## src/rtl/apb2axi_cpl_arbiter.sv

```systemverilog
// Merges read and write completions into the single completion FIFO push port.
// Optional statistics counters are built when APB2AXI_CPL_STATS_EN is defined.
// Payload is opaque, except that the MSB (completion_entry_t.is_write) steers the stats counters.
module apb2axi_cpl_arbiter #(
    parameter int COMPLETION_W = 32,
    parameter int SRC_DEPTH    = 4
`ifdef APB2AXI_CPL_STATS_EN
   ,parameter int CNT_W        = 16
`endif
) (
    input  logic                          aclk,
    input  logic                          aresetn,
    input  logic                          rd_cpl_valid,
    input  logic [COMPLETION_W-1:0]       rd_cpl_data,
    output logic                          rd_cpl_ready,
    input  logic                          wr_cpl_valid,
    input  logic [COMPLETION_W-1:0]       wr_cpl_data,
    output logic                          wr_cpl_ready,
    output logic                          cpl_push_valid,
    output logic [COMPLETION_W-1:0]       cpl_push_data,
    input  logic                          cpl_push_ready,
    output logic [$clog2(SRC_DEPTH):0]    rd_q_level,
    output logic [$clog2(SRC_DEPTH):0]    wr_q_level
`ifdef APB2AXI_CPL_STATS_EN
   ,output logic [CNT_W-1:0]              stat_rd_cnt,
    output logic [CNT_W-1:0]              stat_wr_cnt,
    output logic [CNT_W-1:0]              stat_stall_cnt
`endif
);

    localparam int PTR_W = $clog2(SRC_DEPTH);
    localparam int LVL_W = PTR_W + 1;
    localparam int RD    = 0;
    localparam int WR    = 1;

    typedef enum logic {S_EMPTY, S_HOLD} out_state_t;
    typedef enum logic {GRANT_RD, GRANT_WR} grant_t;

    logic [1:0]                   push_p0;
    logic [1:0]                   pop_p0;
    logic [1:0]                   not_full_p0;
    logic [1:0]                   not_empty_p0;
    logic [1:0][COMPLETION_W-1:0] in_data_p0;
    logic [1:0][COMPLETION_W-1:0] head_p0;
    logic [1:0][LVL_W-1:0]        level_p0;

    out_state_t                   state_p1;
    out_state_t                   state_nxt;
    logic [COMPLETION_W-1:0]      data_p1;
    grant_t                       last_grant;
    logic                         load;
    logic                         grant_rd;

    assign in_data_p0[RD] = rd_cpl_data;
    assign in_data_p0[WR] = wr_cpl_data;
    assign push_p0        = {wr_cpl_valid & not_full_p0[WR], rd_cpl_valid & not_full_p0[RD]};

    // ---- Stage p0: per-source completion queues ----
    for (genvar s = 0; s < 2; s++) begin : g_q
        logic [COMPLETION_W-1:0] mem [SRC_DEPTH];
        logic [PTR_W-1:0]        wptr;
        logic [PTR_W-1:0]        rptr;
        logic [LVL_W-1:0]        lvl;

        // Ready depends on the occupancy alone, never on a same-cycle pop.
        assign not_full_p0[s]  = (lvl != LVL_W'(SRC_DEPTH));
        assign not_empty_p0[s] = (lvl != '0);
        assign head_p0[s]      = mem[rptr];
        assign level_p0[s]     = lvl;

        always_ff @(posedge aclk or negedge aresetn) begin
            if (!aresetn) begin
                wptr <= '0;
                rptr <= '0;
                lvl  <= '0;
            end else begin
                if (push_p0[s]) wptr <= wptr + PTR_W'(1);
                if (pop_p0[s])  rptr <= rptr + PTR_W'(1);
                case ({push_p0[s], pop_p0[s]})
                    2'b10:   lvl <= lvl + LVL_W'(1);
                    2'b01:   lvl <= lvl - LVL_W'(1);
                    default: lvl <= lvl;
                endcase
            end
        end

        always_ff @(posedge aclk) begin
            if (push_p0[s]) mem[wptr] <= in_data_p0[s];
        end
    end

    assign rd_cpl_ready = not_full_p0[RD];
    assign wr_cpl_ready = not_full_p0[WR];
    assign rd_q_level   = level_p0[RD];
    assign wr_q_level   = level_p0[WR];

    // ---- Stage p1: round-robin arbitration and registered output ----
    always_comb begin
        state_nxt = state_p1;
        load      = ((state_p1 == S_EMPTY) || cpl_push_ready) && (|not_empty_p0);
        grant_rd  = not_empty_p0[RD] && (!not_empty_p0[WR] || (last_grant == GRANT_WR));
        pop_p0    = {load && !grant_rd, load && grant_rd};
        case (state_p1)
            S_EMPTY: if (load) state_nxt = S_HOLD;
            S_HOLD:  if (cpl_push_ready && !load) state_nxt = S_EMPTY;
            default: state_nxt = S_EMPTY;
        endcase
    end

    always_ff @(posedge aclk or negedge aresetn) begin
        if (!aresetn) begin
            state_p1   <= S_EMPTY;
            data_p1    <= '0;
            last_grant <= GRANT_WR;
        end else begin
            state_p1 <= state_nxt;
            if (load) begin
                data_p1    <= grant_rd ? head_p0[RD] : head_p0[WR];
                last_grant <= grant_rd ? GRANT_RD : GRANT_WR;
            end
        end
    end

    assign cpl_push_valid = (state_p1 == S_HOLD);
    assign cpl_push_data  = data_p1;

`ifdef APB2AXI_CPL_STATS_EN
    function automatic logic [CNT_W-1:0] sat_inc(input logic [CNT_W-1:0] v);
        return (&v) ? v : v + CNT_W'(1);
    endfunction

    logic delivered;
    logic is_write;

    assign delivered = cpl_push_valid && cpl_push_ready;
    assign is_write  = data_p1[COMPLETION_W-1];

    always_ff @(posedge aclk or negedge aresetn) begin
        if (!aresetn) begin
            stat_rd_cnt    <= '0;
            stat_wr_cnt    <= '0;
            stat_stall_cnt <= '0;
        end else begin
            if (delivered && !is_write) stat_rd_cnt <= sat_inc(stat_rd_cnt);
            if (delivered && is_write)  stat_wr_cnt <= sat_inc(stat_wr_cnt);
            if (cpl_push_valid && !cpl_push_ready) stat_stall_cnt <= sat_inc(stat_stall_cnt);
        end
    end
`endif

endmodule

```

## config.mk

```make
export PLATFORM = sky130hd
export DESIGN_NAME = apb2axi_cpl_arbiter
export DESIGN_NICKNAME = d
export VERILOG_FILES = /design/src/rtl/apb2axi_cpl_arbiter.sv
export SDC_FILE = /design/constraint.sdc
export NUM_CORES = 1
export LEC_CHECK = 0
export CAP_MARGIN = 10
export CORE_MARGIN = 4
export CORE_UTILIZATION = 55
export DETAILED_ROUTE_END_ITERATION = 10
export PLACE_DENSITY = 0.74
export SLEW_MARGIN = 20
export SYNTH_ARGS = -nofsm -noshare
export SYNTH_HDL_FRONTEND = slang
export SYNTH_SLANG_ARGS = --single-unit
```

## constraint.sdc

```tcl
create_clock -name aclk -period 5.42 [get_ports aclk]
set_input_delay 1.084 -clock aclk [delete_from_list [all_inputs] [get_ports aclk]]
set_output_delay 1.084 -clock aclk [all_outputs]
set_load 0.05 [all_outputs]
```

==> results.md, run 1 <==
- The flow ran to the end, and the final reports show no timing, DRC or antenna violations.
- After the last flow step, the layout net total stands at 739.
- Each instance of the synthesized netlist takes up on average 21.9 um^2.
- The worst endpoint data arrival time is about 2.2 ns.
- CTS built an H-tree with a depth of 1.
- After synthesis, the cell types taking the most area are edfxtp_1, mux4_2, dfrtp_1.
- The number of antenna violations at the first check in global routing is 1.
- In this run the clock root is driven by a clkbuf_16.
- The total area of sequential cells is 0.00889 mm^2.
- The clock reaches the later pin of the worst-skew pair after 0.54 ns.
- The number of antenna diodes is 0.
- The clock tree skew after final layout is 0.00669 ns.
- The worst setup path is launched from a flop.
- The detailed placer's ending HPWL is 14.2 mm.
- In this run, the clock network consumes 24.9% of the power.
- Of the post-synthesis cell area, the dominant cell type holds 65.8%.
- The routed design could run at a clock period as short as around 3.3 ns.
- In this run, synthesis produced a sequential element count of 304.
- The slowest stage of the critical path belongs to the cell clkdlybuf4s50_1.
- The area after detailed placement is 0.0131 mm^2.
- Once layout is done, the placed cells without fillers occupy 0.0141 mm^2.
- 110 I/O pins were placed.
- Summing all multi-input logic gate instances after layout gives about 0.0026 mm^2.
- Across every metal layer, demand over resource in global routing totals 19.0%.
- The maximum clock frequency is 306 MHz.
- In the final routed layout, each cell accounts on average for ~23 um.
- Counting distinct cell types in the post-synthesis netlist gives 35.
- The final max-slew violation count is 0.
- The type of element capturing the critical path is a primary output.
- The Yosys warning count is 0.
- The number of setup buffers added after CTS is 0.
- The category of cells accounting for the largest share of critical-path delay is buffers and inverters.
- The static leakage power is 4.86 nW.
- The count of clock tree sinks is 304.
- The switching fraction of total power is between 30 and 40%.
- Ranked by instance count, the synthesized netlist is headed by edfxtp_1, mux4_2, dfrtp_1.
- The layout has 1,385 filler cells.
- The internal power of the cells totals 5.51 mW.
- The vertical die dimension is 154 um.
- In the final layout, the share of cells above drive strength 1 is 19.6%.
- Row generation in the floorplan step produced 53 rows.
- Wires add up to 22.2 mm.
- The number of clock buffers added by TritonCTS is 31.
- The register area share after synthesis is 76.1%.
- Traced cell by cell, the critical path runs through or3b_1 -> clkdlybuf4s50_1.
- The DRC marker count from the first detailed-route iteration is 504.
- The total negative slack is 0 ns.
- The critical path is of the reg2out type.
- The slew at the pin with the worst max-slew slack is between 0.8 and 0.9 ns.
- The die covers 0.0236 mm^2.
- For this run, the leading register cell type out of synthesis is edfxtp_1.
- The first global-routing pass estimated 35.0 mm of wire.
- The number of instances in the synthesized netlist is approximately 530.
- Combinational logic burns 32.9% of the power.
- The total of buffers placed on input and output ports is 109.
- The final weighted congestion in routability-driven placement is 0.802.
- The setup violation total in the final timing report is 0.
- Dividing total power by cell area gives a power density of 579 mW/mm^2.
- Of all nets on the critical path, the largest fanout is 6.
- For this run, the slowest stage of the critical path takes 0.74 ns.
- For this run the aggregate overflow at the end of global routing stands at 0.
- The count of nets left with antenna violations once routing finished came out at 0.
- Registers are responsible for between 40% and 50% of the overall power.
- The die is 154 um wide.
- At the worst endpoint, the required time is 4.34 ns.
- The clock input transition at the sequential cells of the worst setup and hold paths is 0.06 ns.
- The number of max-cap violations is 0.
- The number of buffers added to fix hold violations after cts is 0.
- In this run the cell area of the synthesized design comes to 0.0117 mm^2.
- The number of gates given a new drive strength after cts is 0.
- Yosys mapped a number of flops with a built-in enable equal to between 200 and 300.
- edfxtp_1 is the most common cell in the netlist.
- The TritonCTS clock tree is yes.
- Once the floorplan was initialized, standard cells occupied 55.8% of the core.
- The worst pin sits at a relative slew slack of between 40% and 50%.
- The switching power total is 2.63 mW.
- The core utilization of the finished layout is 67.1%.
- The floorplan step defined a core boundary enclosing 0.0210 mm^2.
- The largest area contributor in the netlist is edfxtp_1.
- In this run the worst hold path is classified as reg2reg.
- After detailed routing, the number of remaining DRC violations is 0.
- The number of global-route vias before repair is 5,977.
- The final critical path takes up between 60 and 70% of the cycle.
- The share of synthesized flip-flops with an asynchronous set or reset is 15.8%.
- The area added between synthesis and finish is 20.3%.
- Entering global routing, the biggest net connects 49 pins.
- The mean number of vias per cell is 5.91.
- The number of hold-slack violations in the final timing report is 0.
- The pre-antenna-repair detailed-routing pass consisted of 5 iterations.
- The number of nets handed over by synthesis was 614.
- Setup repair after global routing left no endpoint under its margin.
- The worst-case IR drop observed on VDD is 0.000303 V.
- The maximum clock path buffer count is 3.
- The sum of buffers and inverters on the critical path is 1.
- Detailed routing inserted a total of 5,653 vias.
[final timing paths]
| check | startpoint | endpoint | slack, ns | depth (start not counted) |
|---|---|---|---|---|
| setup reg to reg | wr_q_level[0] | wr_q_level[2] | 2.78 | 8 |
| max in group asynchronous | aresetn | g_q[0].rptr[0] | 4.29 | 2 |
| hold reg to reg | cpl_push_data[5] | cpl_push_data[5] | 0.53 | 1 |
| setup / recovery | rd_q_level[0] | rd_cpl_ready | 2.15 | 2 |
| hold / removal | cpl_push_data[5] | cpl_push_data[5] | 0.53 | 1 |
| min in group asynchronous | aresetn | g_q[0].wptr[0] | 0.65 | 2 |
[registers in the layout, indices dropped and copies added (netlist names)]
| register | count |
|---|---|
| g_q.rptr | 4 |
| g_q.wptr | 4 |
| last_grant | 1 |
| wr_q_level | 3 |
| rd_q_level | 3 |
| cpl_push_valid | 1 |
| cpl_push_data | 32 |
| g_q.mem | 256 |
[layout make-up]
cell class	instances	share of cell area, %
flip-flops and latches	304	63.3
multi-input cells	183	18.2
repair buffers	126	8.63
clock buffers	53	6.97
well taps	275	2.45
inverters	12	0.320
clock inverters	4	0.178
[cells in the final DEF, fill, tap and decap left out, types with 2 or more instances in the layout]
| master | netlist | final |
|---|---|---|
| clkbuf_1 | 16 | 11 |
| mux2_2 | 2 | 2 |
| and2_1 | 2 | 2 |
| and4_1 | 31 | 31 |
| buf_4 | 0 | 17 |
| a221o_1 | 32 | 32 |
| clkinv_2 | 0 | 2 |
| xor2_1 | 6 | 6 |
| dfrtp_1 | 47 | 45 |
| ha_1 | 10 | 10 |
| inv_1 | 12 | 12 |
| clkbuf_16 | 0 | 32 |
| mux2i_1 | 2 | 2 |
| xnor2_1 | 6 | 6 |
| nor2_1 | 3 | 3 |
| and3_1 | 8 | 8 |
| clkbuf_8 | 0 | 10 |
| edfxtp_1 | 256 | 256 |
| clkinvlp_4 | 0 | 2 |
| mux4_1 | 4 | 4 |
| or3b_1 | 2 | 2 |
| clkdlybuf4s50_1 | 0 | 108 |
| dfrtp_2 | 0 | 2 |
| mux4_2 | 60 | 60 |
| fa_1 | 2 | 2 |
[cells by family after synthesis]
family                     share of synthesized area, %
adders and majority gates                          1.41
xor gates and xnor gates                          0.899
muxes                                              12.8
buffers and inverters                              2.11
DFF                                                76.1
and+or+nand+nor                                    3.60
AOI/OAI and AO/OA                                  3.10
[routing by layer]
layer | GRT usage [%] | routed length, um | vias to the layer above | share of wire (%)
met3 | 3.88 | 1580 | 32 | 7.1
met2 | 30.5 | 11000 | 183 | 50
met4 | 4.04 | 329 | 2 | 1.5
li1 | - | - | 2494 | -
met1 | 27.9 | 9240 | 2942 | 42
met5 | 0 | 12 | - | 0.054
[per-stage QoR]
stage               instances  setup WS, ns  power (mW)  hold slack, ns
finish                    957          2.15        8.14           0.527
global route              957          2.07        8.54           0.545
global placement          900          1.83        6.11           0.515
floorplan                 533          2.42        5.35           0.508
detailed placement        900          1.73        6.21           0.509
CTS                       957          2.12        8.25           0.526
[power by group through the flow]
| stage | clock (mW) | sequential [mW] | combinational [mW] |
|---|---|---|---|
| CTS | 2.07 | 3.45 | 2.73 |
| floorplan | 0 | 3.84 | 1.50 |
| global placement | 0 | 3.45 | 2.66 |
| global route | 2.17 | 3.50 | 2.86 |
| detailed placement | 0 | 3.49 | 2.72 |
| finish | 2.02 | 3.44 | 2.68 |
(Power assumes the default switching activity.)
==> inputs of run 2 (changes only) <==
--- a/config.mk
+++ b/config.mk
@@ -7,9 +7,9 @@
 export LEC_CHECK = 0
 export CAP_MARGIN = 10
 export CORE_MARGIN = 4
-export CORE_UTILIZATION = 55
+export CORE_UTILIZATION = 51
 export DETAILED_ROUTE_END_ITERATION = 10
-export PLACE_DENSITY = 0.74
+export PLACE_DENSITY = 0.72
 export SLEW_MARGIN = 20
 export SYNTH_ARGS = -nofsm -noshare
 export SYNTH_HDL_FRONTEND = slang
==> constraint.sdc (replaced) <==
create_clock -name aclk -period 2.7 [get_ports aclk]
set_input_delay 0.54 -clock aclk [delete_from_list [all_inputs] [get_ports aclk]]
set_output_delay 0.54 -clock aclk [all_outputs]
set_load 0.05 [all_outputs]
==> run 2 against run 1 <==
Worst hold slack got worse by 0.40 ns. Clock power increased by 100%. Global-route usage decreased by 1.1 points. Worst setup slack got worse by 1.9 ns. Via count decreased by 0.14%. Core utilization decreased by 4.4 points. Clock skew increased by 0.0068 ns. Non-clock buffer count increased by 4. Sequential share of layout area decreased by 0.36 points. Largest cell class unchanged. Clock-buffer cell count decreased by 16.
==> results.md, run 2 (synthesis results as in run 1) <==
- The count of vias placed by the detailed router is 5,645 (-0.14%).
- The routed wire length came to 22.8 mm (+2.9%).
- The power density over the cells came to 1170 mW/mm^2 (+100%).
- The number of hold-slack violations in the final timing report is 0 (unchanged).
- Leaving out fill and tap cells, the most frequent cells in the layout are edfxtp_1, clkdlybuf4s50_1, mux4_2.
- The setup violation total in the final timing report is 0 (unchanged).
- The path type of the worst min-delay path is in2async.
- The area growth from synthesis to layout is 21.0%.
- The share of layout cells above drive strength 1 is 20.7% (+1.1 points).
- The largest voltage drop on the vdd net is 0.000525 V (+73%).
- The number of setup buffers added after CTS is 0 (unchanged).
- The x dimension of the die is 159 um (+3.6%).
- The max-slew headroom at the worst pin was 53.6% (+11 points).
- The clock input transition at the sequential cells of the worst setup and hold paths is 0.06 ns (about the same).
- The die outline area is 0.0254 mm^2 (+7.4%).
- The top-level port count is 110 (unchanged).
- The number of fillers in the final layout came to 1,529 (+10%).
- The worst endpoint data arrival time is 1.93 ns (-0.25 ns).
- The number of clock buffers inserted by TritonCTS was 30 (-3.2%).
- The final max-slew violation count came to 0 (unchanged).
- The maximum number of pins on one net before global-route repair is 49 (unchanged).
- The worst setup margin is 0.230 ns (-1.92 ns).
- The static leakage power is 4.88 nW (+0.45%).
- The library cell used most frequently in the layout, excluding fill and tap cells, is edfxtp_1.
- The endpoint identified for the worst register-to-register timing path is rd_q_level[2].
- The mean number of vias per cell is 5.81 (-1.6%).
- The total of buffers placed on input and output ports was 109 (unchanged).
- The clock period minus final worst setup slack is 2.47 ns.
- Tracing the worst setup path back leads to its startpoint at rd_q_level[1].
- The number of nets with antenna violations after detailed routing is 0 (unchanged).
- The detail-routed net length per standard cell is 23.5 um (+1.5%).
- The clock tree skew after final layout came to 0.0135 ns (+0.00678 ns).
- The data required time of the critical path was 2.16 ns (-2.18 ns).
- The number of gates given a new drive strength after cts came to 2 (+2).
- Setup repair after global routing left no endpoint under its margin.
- The worst-skew pair later-pin latency is 0.54 ns (about the same).
- The count of clock tree sinks is 304 (unchanged).
- The number of flip-flops in the largest register is 256 (unchanged).
- The starting utilization of the core area came to 51.8% (-4.0 points).
- The type of element capturing the critical path is a primary output.
- STA classifies the critical path startpoint as a flop.
- The launching point of the worst reg2reg path is rd_q_level[1].
- The setup path with the least slack is of type reg2out.
- The setup slack on the worst flop-to-flop path is 0.29 ns (-2.49 ns).
- The net count of the finished layout came to 742 (+0.41%).
- The number of detailed-route iterations in the first pass is 5 (unchanged).
- The cell sitting at the root of the clock tree is a clkbuf_16.
- The number of max-cap violations is 0 (unchanged).
- The global router's overall resource usage came to 17.9% (-1.1 points).
- The first-pass GRT wire length is 35.5 mm (+1.4%).
- The worst-path maximum fanout was 6 (unchanged).
- TritonCTS built the clock tree.
- The maximum clock path buffer count is 3 (unchanged).
- The final weighted congestion in routability-driven placement is 0.784 (-2.2%).
- The site row count is 55 (+3.8%).
- The DRC marker count from the first detailed-route iteration is 376 (-25%).
- The vertical die dimension is 159 um (+3.6%).
- The total negative slack came to 0 ns (unchanged).
- The number of antenna violations at the first check in global routing was 1 (unchanged).
- The length in cells of the worst reg-to-reg path is 9 (+1).
- The detailed placer's ending HPWL is 14.9 mm (+4.4%).
- The number of global-route vias before repair is 5,883 (-1.6%).
- The slew at the pin with the worst max-slew slack is 0.697 ns (-0.166 ns).
- Of the available clock period, the critical path in the final layout requires 91.5%.
- Based on the critical path, the design can be clocked at up to 405 MHz.
- The total global routing overflow is 0 (unchanged).
- The flow ran to the end, and the final reports show no timing, DRC or antenna violations.
- The placeable core region came to 0.0226 mm^2 (+7.7%).
- The H-tree level count is 1 (unchanged).
- The number of buffers added to fix hold violations after cts was 0 (unchanged).
- The number of remaining DRC errors came to 0 (unchanged).
- Counting flops per register, the top entry is g_q.mem.
- The pre-CTS setup slack is 0.0942 ns (-1.63 ns).
==> run 2: cell types whose count changed in the layout (fill, tap and decap cells not counted), moves of 3 or more <==
cell,previous run,this run
clkbuf_1,11,4
buf_12,0,3
bufinv_16,0,3
clkbuf_8,10,2
clkinv_1,0,4
clkinv_2,2,7
==> run 2: cell type report <==
| class | instances | area [um^2] | area share (%) |
|---|---|---|---|
| clock inverter | 19 | 179 | 1.27 |
| inverter | 12 | 45.0 | 0.319 |
| sequential | 304 | 8890 | 62.9 |
| tap | 285 | 357 | 2.52 |
| antenna | 1 | 2.50 | 0.0177 |
| clock buffer | 37 | 818 | 5.79 |
| multi-input combinational | 183 | 2570 | 18.1 |
| timing repair buffer | 130 | 1280 | 9.04 |
==> run 2: stage by stage <==
step	hold slack (ns)	instance area, um^2	total power, mW	instances	util, %
global placement	0.485	13100	12.4	914	58.2
floorplan	0.244	11700	10.7	533	-
CTS	0.142	14100	16.7	970	62.6
global route	0.180	14100	17.2	971	62.6
detailed placement	0.501	13100	12.6	914	58.2
finish	0.123	14100	16.5	971	62.6
==> run 2: report_power, final <==
group	internal (mW)	switching (mW)
Sequential	6.34	0.487
Clock	2.44	1.67
Combinational	2.37	3.18
Total	11.1	5.34
==> run 2: metal layers <==
layer	vias to the layer above	part of all wire [%]	track usage [%]	wire length, um
li1	2508	-	-	-
met1	2943	42	25.2	9550
met2	165	50	29.7	11400
met3	29	6.6	3.16	1520
met4	0	1.7	4.58	394
met5	-	0	0	0
==> run 2: worst max-delay path by stage <==
| stage | slack (ns) | end | cells after the start |
|---|---|---|---|
| floorplan | 0.02 | wr_q_level[2] | 9 |
| global placement | 0.19 | wr_q_level[2] | 9 |
| detailed placement | 0.09 | wr_q_level[2] | 9 |
| CTS | 0.21 | rd_cpl_ready | 2 |
| global route | 0.18 | rd_cpl_ready | 2 |
| finish | 0.23 | rd_cpl_ready | 2 |
==> run 2: critical path, cell delays in order, from the launching register on <==
cell           delay (ns)
dfrtp_1              0.45
or3b_1               0.48
dlygate4sd2_1        0.46
==> inputs of run 3 (changes only) <==
--- a/config.mk
+++ b/config.mk
@@ -10,6 +10,7 @@
 export CORE_UTILIZATION = 51
 export DETAILED_ROUTE_END_ITERATION = 10
 export PLACE_DENSITY = 0.72
+export SKIP_CTS_REPAIR_TIMING = 1
 export SLEW_MARGIN = 20
 export SYNTH_ARGS = -nofsm -noshare
 export SYNTH_HDL_FRONTEND = slang
==> run 3 against run 2 <==
Final area about the same. First-iteration DRC count increased by 1.3%. Highest routed layer unchanged. Critical path depth down 1. Largest cell class unchanged. Via count grew 0.60%. Wire length rose by 0.21%. Combinational power about the same. Final cell count did not move.
==> results.md, run 3 (synthesis results as in run 1) <==
- The flow ran to the end, and the final reports show no timing, DRC or antenna violations.
- The detail-routed net length per standard cell is 23.6 um (+0.21%).
- The setup slack on the worst flop-to-flop path is 0.29 ns (about the same).
- The category of cells accounting for the largest share of critical-path delay is buffers and inverters.
- The clock tree skew after final layout is 0.0133 ns (-0.000173 ns).
- Walking the worst path, the cells encountered are clkdlybuf4s50_1.
- The maximum clock path buffer count is 3 (unchanged).
- The number of clock buffers inserted by TritonCTS is 30 (unchanged).
- The mean number of vias per cell is 5.85 (+0.60%).
- The starting utilization of the core area came to 51.8% (unchanged).
- The number of detailed-route iterations in the first pass came to 5 (unchanged).
- The maximum clock frequency is 415 MHz (+2.5%).
- The H-tree level count came to 1 (unchanged).
- The clock input transition at the sequential cells of the worst setup and hold paths is 0.06 ns (about the same).
- The first-pass GRT wire length is 35.5 mm (unchanged).
- The detailed placer's ending HPWL is 14.9 mm (unchanged).
- The count of clock tree sinks came to 304 (unchanged).
- The library cell used as clock root buffer is clkbuf_16.
- The total of buffers placed on input and output ports is 109 (unchanged).
- The placeable core region is 0.0226 mm^2 (unchanged).
- The slew at the pin with the worst max-slew slack is 0.702 ns (+0.00550 ns).
- The total global routing overflow is 0 (unchanged).
- TritonCTS built the clock tree.
- Setup repair after global routing left no endpoint under its margin.
- The count of vias placed by the detailed router is 5,679 (+0.60%).
- The x dimension of the die is 159 um (unchanged).
- The net count of the finished layout came to 742 (unchanged).
- The number of flip-flops in the largest register is 256 (unchanged).
- The min-delay analysis places its worst path in the category in2async.
- The vertical die dimension was 159 um (unchanged).
- The area added between synthesis and finish is 21.0% (about the same).
- The worst-path maximum fanout is 6 (unchanged).
- The type of the worst setup path is reg2out.
- The max-slew headroom at the worst pin is 53.2% (-0.37 points).
- The setup violation total in the final timing report came to 0 (unchanged).
- The maximum number of pins on one net before global-route repair is 49 (unchanged).
- The static leakage power came to 4.89 nW (+0.13%).
- The clock period minus final worst setup slack is 2.41 ns (-0.0600 ns).
- The sum of buffers and inverters on the critical path was 1 (unchanged).
- The type of element capturing the critical path is a primary output.
- The power density over the cells is 1170 mW/mm^2 (about the same).
- The worst-skew pair later-pin latency came to 0.54 ns (about the same).
- The number of max-cap violations is 0 (unchanged).
- The DRC marker count from the first detailed-route iteration is 381 (+1.3%).
- STA classifies the critical path startpoint as a flop.
- The ratio of final minimum period to clock period is 89.3% (-2.2 points).
- The routed wire length is 22.9 mm (+0.21%).
- The number of placed instances, taps included is 914 (unchanged).
- The site row count is 55 (unchanged).
- The slowest stage of the critical path is the clkdlybuf4s50_1 cell.
- The register name with the most flops is g_q.mem.
- The data required time of the critical path is 2.16 ns (about the same).
- The length in cells of the worst reg-to-reg path was 9 (unchanged).
- The worst endpoint data arrival time is 1.87 ns (-0.06 ns).
- The final instance count without filler cells was 971 (unchanged).
- The global router's overall resource usage is 17.9% (unchanged).
- The largest voltage drop on the vdd net is 0.000524 V (-0.20%).
- The die outline area is 0.0254 mm^2 (unchanged).
- The final max-slew violation count was 0 (unchanged).
- The top-level port count is 110 (unchanged).
- In the layout the commonest cells are edfxtp_1, clkdlybuf4s50_1, mux4_2.
- The final weighted congestion in routability-driven placement is 0.784 (unchanged).
- The delay contributed by the slowest stage of the critical path came to 0.85 ns (+0.37 ns).
- In this run the critical register-to-register path is captured at rd_q_level[2].
- The sum of internal, switching and leakage power is 16.5 mW (about the same).
- The number of remaining DRC errors came to 0 (unchanged).
- The number of antenna violations at the first check in global routing came to 1 (unchanged).
- The library cell used most frequently in the layout, excluding fill and tap cells, is edfxtp_1.
- The number of global-route vias before repair is 5,883 (unchanged).
- The number of nets with antenna violations after detailed routing came to 0 (unchanged).
- The share of layout cells above drive strength 1 came to 20.7% (unchanged).
- The number of hold-slack violations in the final timing report is 0 (unchanged).
- The worst register-to-register path begins at rd_q_level[1].
-- run 3: final cells by class --
class | instances | area (um^2)
repair buffers | 130 | 1290
fillers | 1525 | 8420
multi-input cells | 183 | 2570
diodes | 1 | 2.50
flip-flops and latches | 304 | 8890
clock inverters | 19 | 179
inverters | 12 | 45.0
well taps | 285 | 357
clock buffers | 37 | 818
-- run 3: metrics by stage --
stage | worst slack, ns | setup TNS (ns) | cell area [um^2] | hold slack, ns | utilization (%)
floorplan | 0.0155 | 0 | 11700 | 0.244 | -
detailed placement | 0.0942 | 0 | 13100 | 0.501 | 58.2
CTS | -0.0676 | -0.0978 | 14100 | 0.142 | 62.6
global placement | 0.187 | 0 | 13100 | 0.485 | 58.2
global route | 0.223 | 0 | 14100 | 0.180 | 62.7
finish | 0.290 | 0 | 14100 | 0.126 | 62.7
-- run 3: worst max-delay path by stage --
stage / to / from / slack, ns / cells after the start
floorplan: wr_q_level[2] / wr_q_level[0] / 0.02 / 9
global placement: wr_q_level[2] / cpl_push_ready / 0.19 / 9
detailed placement: wr_q_level[2] / cpl_push_ready / 0.09 / 9
CTS: rd_cpl_ready / rd_q_level[0] / -0.07 / 2
global route: wr_q_level[2] / wr_q_level[0] / 0.22 / 9
finish: rd_q_level[0] / rd_q_level[0] / 0.29 / 1
-- run 3: per-layer routing --
layer / routed length [um] / up-vias / global-route usage [%]
li1: - / 2505 / -
met1: 9650 / 2975 / 25.2
met2: 11400 / 170 / 29.7
met3: 1420 / 29 / 3.16
met4: 394 / 0 / 4.58
met5: 0 / - / 0
-- run 3: where the power goes --
part	leakage [nW]	internal, mW	switching [mW]	total [mW]
registers	2.92	6.34	0.488	6.83
clock network	0.482	2.44	1.67	4.11
logic	1.49	2.37	3.19	5.56
-- run 3: worst register-to-register path: cells and delay by family (launching register included) --
family | cells | cell delay (ns)
fa+ha+maj | 2 | 0.54
simple gates | 3 | 0.85
flops | 1 | 0.45
xor+xnor | 2 | 0.34
buf+inv | 2 | 0.14
